$ cat config.mk
export PLATFORM = sky130hd
export DESIGN_NAME = cam_cfg_seq
export DESIGN_NICKNAME = d
export VERILOG_FILES = /design/src/rtl/cam_cfg_seq.sv
export SDC_FILE = /design/constraint.sdc
export NUM_CORES = 1
export LEC_CHECK = 0
export CAP_MARGIN = 20
export CELL_PAD_IN_SITES_DETAIL_PLACEMENT = 2
export CELL_PAD_IN_SITES_GLOBAL_PLACEMENT = 2
export CORE_MARGIN = 3
export CORE_UTILIZATION = 28
export CTS_CLUSTER_SIZE = 10
export DETAILED_ROUTE_END_ITERATION = 8
export PLACE_DENSITY = 0.78
export SKIP_CTS_REPAIR_TIMING = 1
export SLEW_MARGIN = 20
export SYNTH_ARGS = -nofsm -noshare
export SYNTH_HDL_FRONTEND = slang
export SYNTH_SLANG_ARGS = --single-unit
export TNS_END_PERCENT = 1
$ cat constraint.sdc
create_clock -name clk -period 2.2 [get_ports clk]
set_clock_uncertainty 0.15 [all_clocks]
set_input_delay 0.44 -clock clk [delete_from_list [all_inputs] [get_ports clk]]
set_output_delay 0.44 -clock clk [all_outputs]
set_load 0.02 [all_outputs]
$ cat src/rtl/cam_cfg_seq.sv
// cam_cfg_seq: OV5640 power-up and register-configuration sequencer.
// Waits out the sensor power-up delay, then walks an external registered ROM
// of {addr[15:0], data[7:0]} entries. Each entry becomes one SCCB write over
// a req/done handshake, with a bounded number of retries on NACK. cfg_done
// rises once the whole table is written and gates downstream pixel capture.
//
// Optional build macro: CAM_CFG_DELAY_EN
//   defined   -> table entries with addr 16'hFFFF are not sent to the SCCB
//                master. Their data byte becomes a wait in milliseconds
//                (DLY state), used for sensor settle time after soft reset.
//   undefined -> 16'hFFFF is an ordinary address. No DLY state or counter.

`timescale 1ns/1ps

module cam_cfg_seq #(
  parameter int CLK_MS    = 25000,  // clock cycles per millisecond
  parameter int PWR_MS    = 20,     // power-up wait before first write, ms
  parameter int REG_NUM   = 252,    // table entries, 1..255
  parameter int MAX_RETRY = 3       // NACKed attempts allowed per entry
) (
  input  logic        clk,
  input  logic        rst,
  input  logic        start,
  output logic [7:0]  tbl_idx,
  input  logic [23:0] tbl_data,
  output logic        sccb_req,
  output logic [15:0] sccb_addr,
  output logic [7:0]  sccb_wdata,
  input  logic        sccb_busy,
  input  logic        sccb_done,
  input  logic        sccb_nack,
  output logic        cfg_busy,
  output logic        cfg_done,
  output logic        cfg_err
);

  // Counter widths; clamp to one bit so degenerate parameters still elaborate.
  localparam int MS_W = (CLK_MS > 1) ? $clog2(CLK_MS) : 1;
  localparam int PT_W = (PWR_MS > 1) ? $clog2(PWR_MS) : 1;
  localparam int RT_W = $clog2(MAX_RETRY + 1);

  typedef enum logic [3:0] {
    S_PWR,
    S_FETCH,
    S_LATCH,
    S_ISSUE,
    S_WAIT,
    S_NEXT,
`ifdef CAM_CFG_DELAY_EN
    S_DLY,
`endif
    S_DONE,
    S_ERR
  } state_t;

  state_t            state;
  state_t            state_nxt;

  logic [MS_W-1:0]   ms_cnt;     // cycles within the current millisecond
  logic [PT_W-1:0]   pwr_cnt;    // whole milliseconds of power-up elapsed
  logic [RT_W-1:0]   retry_cnt;  // NACKed attempts on the current entry

  logic              ms_wrap;
  logic              pwr_last;
  logic              retry_last;
  logic              idx_last;

`ifdef CAM_CFG_DELAY_EN
  logic [7:0]        dly_cnt;    // whole milliseconds of DLY elapsed
  logic              dly_entry;
  logic              dly_last;
`endif

  // Terminal-count decodes shared by the FSM and the datapath.
  assign ms_wrap    = (ms_cnt == MS_W'(CLK_MS - 1));
  assign pwr_last   = ms_wrap && (pwr_cnt == PT_W'(PWR_MS - 1));
  assign retry_last = (int'(retry_cnt) + 1) >= MAX_RETRY;
  assign idx_last   = (tbl_idx == 8'(REG_NUM - 1));

`ifdef CAM_CFG_DELAY_EN
  // A delay pseudo-entry is recognised on the ROM word, during LATCH.
  assign dly_entry  = (tbl_data[23:8] == 16'hFFFF);
  // Data 0 means a single cycle in DLY; N means N full milliseconds.
  assign dly_last   = (sccb_wdata == 8'd0) ||
                      (ms_wrap && (dly_cnt == sccb_wdata - 8'd1));
`endif

  // Status outputs decode straight from the state so they track it exactly.
  assign cfg_busy = (state != S_DONE) && (state != S_ERR);
  assign cfg_done = (state == S_DONE);
  assign cfg_err  = (state == S_ERR);

  // State register.
  always_ff @(posedge clk) begin
    if (rst) begin
      state <= S_PWR;
    end else begin
      state <= state_nxt;
    end
  end

  // Next-state decode.
  always_comb begin
    // NOTE: default assigned before the case so no path leaves state_nxt
    // unassigned, which would otherwise infer a latch.
    state_nxt = state;
    case (state)
      S_PWR: begin
        if (pwr_last) state_nxt = S_FETCH;
      end
      S_FETCH: begin
        // tbl_idx was set on entry; the ROM word appears next cycle.
        state_nxt = S_LATCH;
      end
      S_LATCH: begin
`ifdef CAM_CFG_DELAY_EN
        state_nxt = dly_entry ? S_DLY : S_ISSUE;
`else
        state_nxt = S_ISSUE;
`endif
      end
      S_ISSUE: begin
        if (!sccb_busy) state_nxt = S_WAIT;
      end
      S_WAIT: begin
        // nack is only meaningful alongside done.
        if (sccb_done) begin
          if (!sccb_nack)     state_nxt = S_NEXT;
          else if (retry_last) state_nxt = S_ERR;
          else                 state_nxt = S_ISSUE;
        end
      end
      S_NEXT: begin
        state_nxt = idx_last ? S_DONE : S_FETCH;
      end
`ifdef CAM_CFG_DELAY_EN
      S_DLY: begin
        if (dly_last) state_nxt = S_NEXT;
      end
`endif
      S_DONE, S_ERR: begin
        // Restart skips the power-up wait: the sensor is already powered.
        if (start) state_nxt = S_FETCH;
      end
      default: state_nxt = S_PWR;
    endcase
  end

  // Datapath: table index, SCCB request/payload and the wait counters.
  always_ff @(posedge clk) begin
    if (rst) begin
      tbl_idx    <= '0;
      sccb_req   <= 1'b0;
      sccb_addr  <= '0;
      sccb_wdata <= '0;
      ms_cnt     <= '0;
      pwr_cnt    <= '0;
      retry_cnt  <= '0;
`ifdef CAM_CFG_DELAY_EN
      dly_cnt    <= '0;
`endif
    end else begin
      // NOTE: non-blocking throughout, so every decode above sees the
      // pre-edge values regardless of statement order.
      // Registered request: one pulse, in the first WAIT cycle.
      sccb_req <= (state == S_ISSUE) && !sccb_busy;

      case (state)
        S_PWR: begin
          ms_cnt <= ms_wrap ? '0 : ms_cnt + 1'b1;
          if (ms_wrap) pwr_cnt <= pwr_last ? '0 : pwr_cnt + 1'b1;
        end
        S_LATCH: begin
          // Payload stays put until the next LATCH, covering req..done.
          sccb_addr  <= tbl_data[23:8];
          sccb_wdata <= tbl_data[7:0];
          retry_cnt  <= '0;
          ms_cnt     <= '0;
`ifdef CAM_CFG_DELAY_EN
          dly_cnt    <= '0;
`endif
        end
        S_WAIT: begin
          if (sccb_done && sccb_nack && !retry_last) begin
            retry_cnt <= retry_cnt + 1'b1;
          end
        end
        S_NEXT: begin
          // Saturate at the last entry; DONE is taken instead of wrapping.
          if (!idx_last) tbl_idx <= tbl_idx + 8'd1;
        end
`ifdef CAM_CFG_DELAY_EN
        S_DLY: begin
          ms_cnt <= ms_wrap ? '0 : ms_cnt + 1'b1;
          if (ms_wrap) dly_cnt <= dly_cnt + 8'd1;
        end
`endif
        S_DONE, S_ERR: begin
          // In ERR tbl_idx is left on the failing entry until restart.
          if (start) tbl_idx <= '0;
        end
        default: ;
      endcase
    end
  end

endmodule

== Yosys cells after proc, flatten, opt, wreduce, memory -nomap -nowiden ==
Index checks and enable logic that the tools add are counted.

* Output and inout port bits: 36
* Flip-flop bits (word level): 59
* Input port bits: 30

* Add/subtract/negate cells: 5
* $lt $le $gt $ge: 1
* Reduce and logical (&&, ||, !) cells: 16
* Multiplexer cells: 16
* Eq/ne operators: 18

{| class="wikitable"
|+ Operator list
! cell !! count
|-
| $pmux W15 S2 || 1
|-
| $pmux W4 S7 || 1
|-
| $eq A4 B3 Y1 const B || 4
|-
| $mux W4 || 4
|-
| $mux W8 || 2
|-
| $pmux W8 S2 || 1
|-
| $add A15 B1 Y15 const B || 1
|-
| $eq A15 B15 Y1 const B || 1
|-
| $mux W15 || 1
|-
| $ne A2 B2 Y1 const B || 6
|-
| $mux W3 || 3
|-
| $add A8 B1 Y8 const B || 1
|-
| $eq A4 B2 Y1 const B || 2
|-
| $eq A8 B8 Y1 const B || 1
|-
| $ne A4 B3 Y1 const B || 2
|-
| $reduce_bool A2 Y1 || 3
|-
| $add A5 B1 Y5 const B || 1
|-
| $eq A5 B5 Y1 const B || 1
|-
| $logic_and A1 B1 Y1 || 5
|-
| $mux W5 || 1
|-
| $eq A4 B1 Y1 const B || 1
|-
| $logic_not A4 Y1 || 1
|-
| $pmux W2 S2 || 1
|-
| $reduce_and A2 Y1 || 2
|-
| other kinds (8) || 9
|}

== Depth between registers and ports, before layout ==
Gate-level depths: netlist of the first run.

* Word-level depth: 6
* Mapped depth: 8
* Gate-level depth less buffers: 7

== Worst setup path after synthesis of the first run ==
No wires, ideal clock.

* Path type: reg-to-reg
* Start: register ms_cnt[0]
* End: register ms_cnt[14]
* Period minus slack after synthesis: 1.919 ns
* Data arrival time: 1.700 ns
* Stages on the path, launching flop included: 7
* Setup time: 0.069 ns
* Path slack: 0.281 ns
* Cells stage by stage: dfxtp_1 -> ha_1 -> and3_1 -> and4_1 -> or3_4 -> or3_1 -> o21ai_1

* Longest elaborated chain between the ends: 3
* Elaborated cells between the ends (all ways): 4

{| class="wikitable"
|+ RTL lines
! item !! line !! source
|-
| from (decl) || 59 || <nowiki>logic [MS_W-1:0] ms_cnt;</nowiki>
|-
| from (signal assigned) || 170 || <nowiki>ms_cnt <= ms_wrap ? '0 : ms_cnt + 1'b1;</nowiki>
|-
| $add A15 B1 Y15 / $eq A15 B15 Y1 (equally long branches) || 170, 75 ||
|-
| $mux W15 (*) || 170 ||
|-
| $pmux W15 S2 (*) || 168 || <nowiki>case (state)</nowiki>
|}

Mark *: on every way between the ends. The rest lies on a longest branch, timed or not.
A chain may end at the register's enable or synchronous reset.

== Worst setup path after layout of the first run ==
* Start: register state[0]
* End: output cfg_err

* Longest elaborated chain between the ends: 1

{| class="wikitable"
|+ RTL lines
! item !! line !! source
|-
| from (decl) || 56 || <nowiki>state_t state;</nowiki>
|-
| from (signal assigned) || 98 || <nowiki>state <= state_nxt;</nowiki>
|-
| $eq A4 B3 Y1 || 91 || <nowiki>assign cfg_err = (state == S_ERR);</nowiki>
|-
| to (decl) || 34 || <nowiki>output logic cfg_err</nowiki>
|}

Every way passes these cells.

==> out/results.ini, run 1 <==
[min_path]
hold_depth = 2
hold_class = flip-flop to flip-flop

[route]
first_pass_iters = 4
drt_iter0_markers = 92
wire_per_inst_microns = 16.47
viasPerCell = 4.974
drc = 0
num_vias = 2721
routed_wl_mm = 9.008
drtAntennaViolNets = 0

[synthesis]
synth-main-ff-cell = dfxtp_1
yosysSeqAreaShare_pct = 42.75
ys_seq_elements = 58
synth_edf_count = 0
synth.distinct_cells = 53
avgSynthCellArea_sq_um = 8.207
async_flop_share_pct = 0
netlist_area_sq_um = 2716
syn-instance-count = 331
synth_warnings = 0
syn_nets = 366

[cells_and_area]
final_common_cell = clkdlybuf4s50_1
area_growth_pct = 41.27
n_antenna_cell = 0
fin_cells = 547
fin_util_pct = 41.14
design_area_sq_um = 3837
layout_common_cells = 64 x clkdlybuf4s50_1, 63 x nand2_1, 56 x dfxtp_1, 39 x a21oi_1, 24 x nor2_1
layout-drive-gt1-share_pct = 13.16
fin_nets = 448

[global_routing]
overflow = 0
grt_pass1_vias = 2995
grt_pass1_wl_mm = 15.08
antenna_found_initial = 0
track_usage_pct = 17.12
grt_max_degree = 25

[clock_tree]
numCtsBuffers = 9
htree_num_levels = 3
clock_sinks = 58
cts-root-buf = clkbuf_8
cts_buffer_depth = 2
tritoncts = built
clk_latency_ns = 0.34
clk_pin_slew_ns = 0.07

[setup_path]
start_kind = flip-flop
worstSetupPathType = flip-flop to output pin
worstPathRequired_ns = 1.61
crit_path_end_kind = output pin
cp_max_fo = 11
r2r_cells = 7
cp.arrival_ns = 1.53

[timing]
fin_ws_ns = 0.08043
holdWs_ns = 0.3117
final.setup.tns_ns = 0
rsz0062_at_grt = no
finalMaxSlewViolations = 0
worst_pin_slew_ns = 0.6692
clock.fmax_mhz = 471.8
min_period_ns = 2.120
finalCritPeriodShare_pct = 96.34
setup_viol = 0
hold_viol_final = 0
max_slew_margin_pct = 55.22

[place]
post-place-ws_ns = -0.06921
gp_congestion = 0.7810
dp.cells = 531
placed_area_sq_um = 3636
io_buffers = 65
dp_hpwl_mm = 6.452

[job]
maxCapViolations = 0

[floorplan]
die-area_sq_um = 10920
die_h_microns = 104.5
std_cell_rows = 35
die_w_microns = 104.5
io_pins = 66
core-area_sq_um = 9328
initial_core_util_pct = 29.12

[pwr]
p_total_mw = 2.153
power.leakage_nw = 1.434
vdd_drop_max_v = 0.0001881
powerDensity_nw_per_um2 = 561.1

[run_status]
status = completed

-- power by group --
part           internal (mW)  leakage (nW)  switching [mW]
combinational         0.0770         0.876          0.0515
sequential              1.05         0.469         0.00249
clock                  0.520        0.0893           0.449
total                   1.65          1.43           0.503
-- registers in the layout (all words and copies together), names as in the netlist --
name        cells
pwr_cnt         5
retry_cnt       2
sccb_addr      16
sccb_req        1
ms_cnt         15
tbl_idx         8
state           3
sccb_wdata      8
-- worst paths after layout --
| path | startpoint | to | slack, ns |
|---|---|---|---|
| setup / recovery | state[0] | cfg_err | 0.08 |
| hold / removal | sccb_wdata[3] | sccb_wdata[3] | 0.31 |
| setup reg to reg | pwr_cnt[0] | state[0] | 0.12 |
| hold reg to reg | sccb_wdata[3] | sccb_wdata[3] | 0.31 |
-- critical path, cell delays in order, from the launching register on --
cell	delay, ns
dfxtp_4	0.41
and3_1	0.18
clkdlybuf4s50_1	0.60
-- cell usage after synthesis, types with 4 or more instances --
cell      instances  area share (%)
nand3_1          12             2.2
inv_1             7            0.97
nor2_1           24             3.3
and3_1            6             1.4
clkbuf_1         11             1.5
o21ai_0           9             1.7
a21oi_1          39             7.2
xor2_1            5             1.6
or3_1             5             1.2
nor3_1            4            0.74
nand2_1          63             8.7
and3b_1           6             1.9
a31oi_1           4            0.92
dfxtp_1          58              43
nand4_1           4            0.92
ha_1              5             2.3
mux2i_1           7             2.6
nor2b_1           5             1.2
-- cell families (layout without fill, tap and decap cells) --
family	Yosys count	count (layout)	share of synthesized area, %
AOI/OAI and AO/OA	76	76	16.90
xor gates and xnor gates	6	6	1.935
adders and majority gates	5	5	2.303
buffers and inverters	24	111	4.007
DFF	58	58	42.75
muxes	9	9	3.409
and+or+nand+nor	153	153	28.70
-- layout make-up --
| type | count | area [sq um] |
|---|---|---|
| clock buffer | 11 | 131.4 |
| clock inverter | 5 | 55.05 |
| fill | 1082 | 5490 |
| inverter | 7 | 26.28 |
| multi-input combinational | 249 | 1459 |
| sequential | 58 | 1166 |
| tap | 129 | 161.4 |
| timing repair buffer | 88 | 838.3 |
-- layer usage --
metal / up-vias / routed length [microns] / global-route usage (%)
met4: 0 / 121 / 6.838
met2: 20 / 4918 / 31.13
met1: 1369 / 3853 / 20.26
li1: 1325 / - / -
met5: - / 0 / 0
met3: 7 / 115 / 2.110
Note: power is estimated with default switching activity, not from simulation.
==> run 2: changes to the inputs <==
--- a/config.mk
+++ b/config.mk
@@ -5,12 +5,10 @@
 export SDC_FILE = /design/constraint.sdc
 export NUM_CORES = 1
 export LEC_CHECK = 0
-export CAP_MARGIN = 20
 export CELL_PAD_IN_SITES_DETAIL_PLACEMENT = 2
 export CELL_PAD_IN_SITES_GLOBAL_PLACEMENT = 2
 export CORE_MARGIN = 3
 export CORE_UTILIZATION = 28
-export CTS_CLUSTER_SIZE = 10
 export DETAILED_ROUTE_END_ITERATION = 8
 export PLACE_DENSITY = 0.78
 export SKIP_CTS_REPAIR_TIMING = 1
==> results of run 2 <==
The final DEF is identical to that of run 1; final timing and power are the same.
==> patch 1 (settings of run 1) <==
Add a define of `CAM_CFG_DELAY_EN`.
--- a/src/rtl/cam_cfg_seq.sv
+++ b/src/rtl/cam_cfg_seq.sv
@@ -11,6 +11,8 @@
 //   undefined -> 16'hFFFF is an ordinary address. No DLY state or counter.
 
 `timescale 1ns/1ps
+
+`define CAM_CFG_DELAY_EN
 
 module cam_cfg_seq #(
   parameter int CLK_MS    = 25000,  // clock cycles per millisecond
Check against the original RTL: same outputs for any inputs over 10 cycles, from zero or initial values and one cycle with rst high; that may be too few to reach the edited logic, so the function may still have changed.
==> patch 1 against run 1 <==
The run now ends with setup timing left; sequential cell count up 9; final area up 33%; setup slack worse by 600 ps; synthesized area up 25%; maximum frequency down 22%; wire length up 73%; critical endpoint is now state[1]$_SDFFE_PP0P_; largest cell class unchanged.
Power is not compared: it rests on default switching activity, and its combinational part moved more than twofold at a synthesized area within 25%.
==> patch 1: results (changes against run 1) <==
- Status: complete, but fails checks (was finished clean)
- Violated checks: setup timing
- Setup_tns: -7150 ps (was 0 ps)
- Fin. Hold Viols: 0 (unchanged)
- 1st-iter DRT viols: 251 (was 92)
- Crit path max fanout: 7 (was 11)
- Synthesis-to-finish area growth: 50.7% (was 41.3%)
- Post-synthesis compound-gate area fraction: 18.5% (was 16.9%)
- Routed vias: 3,828 (was 2,721)
- Number of global-route vias before repair: 4,235 (was 2,995)
- Final setup viols: 36 (was 0)
- # placed instances: 695 (was 531)
- Routability cong.: 0.808 (was 0.781)
- Max Transition Viols Final: 0 (unchanged)
- Chip width: 116 um (was 104 um)
- Fin Hold WS: 308 ps (was 312 ps)
- Synth Area in XOR/XNOR: 5.17% (was 1.93%)
- Adder-Cell Fraction of Synth Area: 2.95% (was 2.30%)
- Layout cells sized above 1: 19.6% (was 13.2%)
- Largest net degree at the start of global routing: 26 (was 25)
- Synth Net Count: 475 (was 366)
- Inserted Clock Buffers: 9 (unchanged)
- Fillcell total: 1,317 (was 1,082)
- I/O Buffers: 65 (unchanged)
- Post-DP Area: 4720 sq um (was 3640 sq um)
- Routed wire per std cell: 21.9 um (was 16.5 um)
- Worst slack at placement: -436 ps (was -69.2 ps)
- Mux cell area share after synthesis: 1.18% (was 3.41%)
- Cells after Synth: 437 (was 331)
- Worst R2R Path Depth: 9 (was 7)
- Final WL: 15.6 mm (was 9.01 mm)
- Synth top area cells: dfxtp_1 40%, nand2_1 8.7%, a21oi_1 6.3%, nor2_1 5.1%, ha_1 3.0% (was dfxtp_1 43%, nand2_1 8.7%, a21oi_1 7.2%, nor2_1 3.3%, mux2i_1 2.6%)
- Sequential fraction of the synthesis area: 39.6% (was 42.7%)
- Antenna violations before repair: 0 (unchanged)
- # nets final: 603 (was 448)
- Least-Margin Pin Slew: 548 ps (was 669 ps)
- Final worst setup slack: -516 ps (was 80.4 ps)
- Synth top cells by count: 79 x nand2_1, 67 x dfxtp_1, 46 x nor2_1 (was 63 x nand2_1, 58 x dfxtp_1, 39 x a21oi_1)
- Global Route Usage Sum: 21.7% (was 17.1%)
- Post-DP HPWL: 9.64 mm (was 6.45 mm)
[patch 1: cell types whose count changed after synthesis, moves of 8 or more]
cell | run 1 | this run
o21ai_0 | 9 | 18
nand2_1 | 63 | 79
xnor2_1 | 1 | 10
inv_1 | 7 | 15
dfxtp_1 | 58 | 67
nor2_1 | 24 | 46
[patch 1: final timing paths]
| check | startpoint | end |
|---|---|---|
| worst max-delay path | ms_cnt[0]$_SDFFE_PP0P_ | state[1]$_SDFFE_PP0P_ |
| worst min-delay path | sccb_addr[8]$_SDFFE_PP0P_ | sccb_addr[8]$_SDFFE_PP0P_ |
| worst max register to register | ms_cnt[0]$_SDFFE_PP0P_ | state[1]$_SDFFE_PP0P_ |
| worst min register to register | sccb_addr[8]$_SDFFE_PP0P_ | sccb_addr[8]$_SDFFE_PP0P_ |
[patch 1: final cells by class]
type / count / share of cell area, %
tap: 143 / 3.50
timing repair buffer: 137 / 23.9
clock buffer: 14 / 5.17
inverter: 15 / 1.10
clock inverter: 2 / 0.196
multi-input combinational: 335 / 39.8
sequential: 67 / 26.3
[patch 1: worst max-delay path, cell delays in order, from the launching register on]
cell and delay (ps):
dfxtp_2 370, ha_4 160, or4bb_4 490, nor4_4 210, buf_4 210, nand4_1 150
a2111oi_4 330, buf_4 190, o21ba_2 150, o221a_1 230
[patch 1: metal layers]
layer,track usage (%),wire (um),up-vias
met1,26.6,6810,1918
met5,0,0,-
met3,3.55,405,24
met4,5.65,366,0
li1,-,-,1799
met2,39.5,8000,87
[patch 1: power groups by stage]
stage,clock network [mW],registers (mW),logic [mW]
after global placement,0,1.50,2.30
after global routing,1.46,1.53,2.89
after CTS,1.40,1.49,2.48
final,1.39,1.52,2.71
after floorplan,0,1.57,1.17
after detailed placement,0,1.51,2.39
==> patch 2 (settings of run 1) <==
Without the edit above. Compare `tbl_idx` against `8'(REG_NUM - 1)` with >= in place of ==.
--- a/src/rtl/cam_cfg_seq.sv
+++ b/src/rtl/cam_cfg_seq.sv
@@ -75,7 +75,7 @@
   assign ms_wrap    = (ms_cnt == MS_W'(CLK_MS - 1));
   assign pwr_last   = ms_wrap && (pwr_cnt == PT_W'(PWR_MS - 1));
   assign retry_last = (int'(retry_cnt) + 1) >= MAX_RETRY;
-  assign idx_last   = (tbl_idx == 8'(REG_NUM - 1));
+  assign idx_last   = (tbl_idx >= 8'(REG_NUM - 1));
 
 `ifdef CAM_CFG_DELAY_EN
   // A delay pseudo-entry is recognised on the ROM word, during LATCH.
Formal check against the unedited RTL: no difference found for any inputs over 10 cycles, from zero or initial values and one cycle with rst high; that may be too few to reach the edited logic, so the function may still have changed.
==> patch 2 against run 1 <==
Final area grew 2.0%; count of clock-buffer cells in the layout shrank 1; final cell count grew 2.6%; setup slack gained 44 ps; wire length grew 5.6%; synthesized area grew 5.3%; power grew 0.53%; die area grew 5.0%; sequential cell count is the same; largest power group unchanged.
==> patch 2: results (changes against run 1) <==
- Synth top area cells: dfxtp_1 41%, nand2_1 9.6%, a21oi_1 6.8%, nand3_1 3.1%, mux2i_1 2.8% (was dfxtp_1 43%, nand2_1 8.7%, a21oi_1 7.2%, nor2_1 3.3%, mux2i_1 2.6%)
- Post-DP HPWL: 6.95 mm (was 6.45 mm)
- Metal2 WL: 4.87 mm (was 4.92 mm)
- Status: finished clean (unchanged)
- WP data arrival: 1490 ps (was 1530 ps)
- Synth top cells by count: 73 x nand2_1, 58 x dfxtp_1, 39 x a21oi_1 (was 63 x nand2_1, 58 x dfxtp_1, 39 x a21oi_1)
- Number of global-route vias before repair: 3,217 (was 2,995)
- Synth Net Count: 385 (was 366)
- Max Transition Viols Final: 0 (unchanged)
- Internal power: 1.59 mW (was 1.65 mW)
- Clock latency on the worst-skew pair: 350 ps
- Inserted Clock Buffers: 9 (unchanged)
- Root buffer cell: clkbuf_8 (unchanged)
- Synth cell types: 59 (was 53)
- DR pass1 iterations: 4 (unchanged)
- P_comb: 0.128 mW
- Post-Route M1 WL: 4.02 mm (was 3.85 mm)
- Worst slack at placement: 118 ps (was -69.2 ps)
- Adder-Cell Fraction of Synth Area: 2.19% (was 2.30%)
- Global Route Usage Sum: 17.9% (was 17.1%)
- Layout cells sized above 1: 11.9% (was 13.2%)
- 1st-iter DRT viols: 86 (was 92)
- Met3 routed WL: 556 um (was 115 um)
- Global-route wire length before repair: 16.4 mm (was 15.1 mm)
- P_leak: 1.36 nW (was 1.43 nW)
- Peak supply drop: 0.000326 V (was 0.000188 V)
- Fillcell total: 1,144 (was 1,082)
- Post-DP Area: 3720 sq um (was 3640 sq um)
- Max incr delay on CP: 580 ps (was 600 ps)
- Synth Area in XOR/XNOR: 0.306% (was 1.93%)
- Async SR Flop Fraction: 0% (unchanged)
- Grt met1 use: 20.3% (about the same)
- # placed instances: 545 (was 531)
- Routed vias: 2,903 (was 2,721)
- Cells after Synth: 350 (was 331)
- Number of synthesis warnings: 0 (unchanged)
- HP Class: register to register (unchanged)
- Met3 Track Usage GR: 6.92% (was 2.11%)
- Routability cong.: 0.769 (was 0.781)
- Routed wire per std cell: 17.0 um (was 16.5 um)
- Least-Margin Pin Slew: 518 ps (was 669 ps)
- Pwr/cell area: 553 nW/um^2 (was 561 nW/um^2)
- Power in the clock group: 0.950 mW (was 0.969 mW)
- Sequential fraction of the synthesis area: 40.6% (was 42.7%)
- CP max-delay cell: clkdlybuf4s50_1 (unchanged)
- Mux cell area share after synthesis: 3.19% (was 3.41%)
- Post-synthesis compound-gate area fraction: 19.5% (was 16.9%)
- # nets final: 458 (was 448)
- Vias per inst: 5.17 (was 4.97)
- Met2 GRT Util: 31.4% (was 31.1%)
-- patch 2: area by class of cell --
| class | count | area [sq um] | share of cell area (%) |
|---|---|---|---|
| inverter | 6 | 22.5 | 0.576 |
| sequential | 58 | 1160 | 29.7 |
| timing repair buffer | 84 | 798 | 20.4 |
| multi-input combinational | 264 | 1580 | 40.3 |
| tap | 133 | 166 | 4.25 |
| clock buffer | 10 | 138 | 3.52 |
| clock inverter | 6 | 48.8 | 1.25 |
-- patch 2: worst paths after layout --
| kind | start | endpoint | slack, ps | cells past startpoint |
|---|---|---|---|---|
| worst max register to register | state[1]$_SDFFE_PP0P_ | ms_cnt[3]$_SDFFE_PP0P_ | 130 | 5 |
| worst min-delay path | sccb_wdata[3]$_SDFFE_PP0P_ | sccb_wdata[3]$_SDFFE_PP0P_ | 310 | 2 |
| worst max-delay path | state[2]$_SDFFE_PP0P_ | cfg_busy | 120 | 2 |
| worst min register to register | sccb_wdata[3]$_SDFFE_PP0P_ | sccb_wdata[3]$_SDFFE_PP0P_ | 310 | 2 |
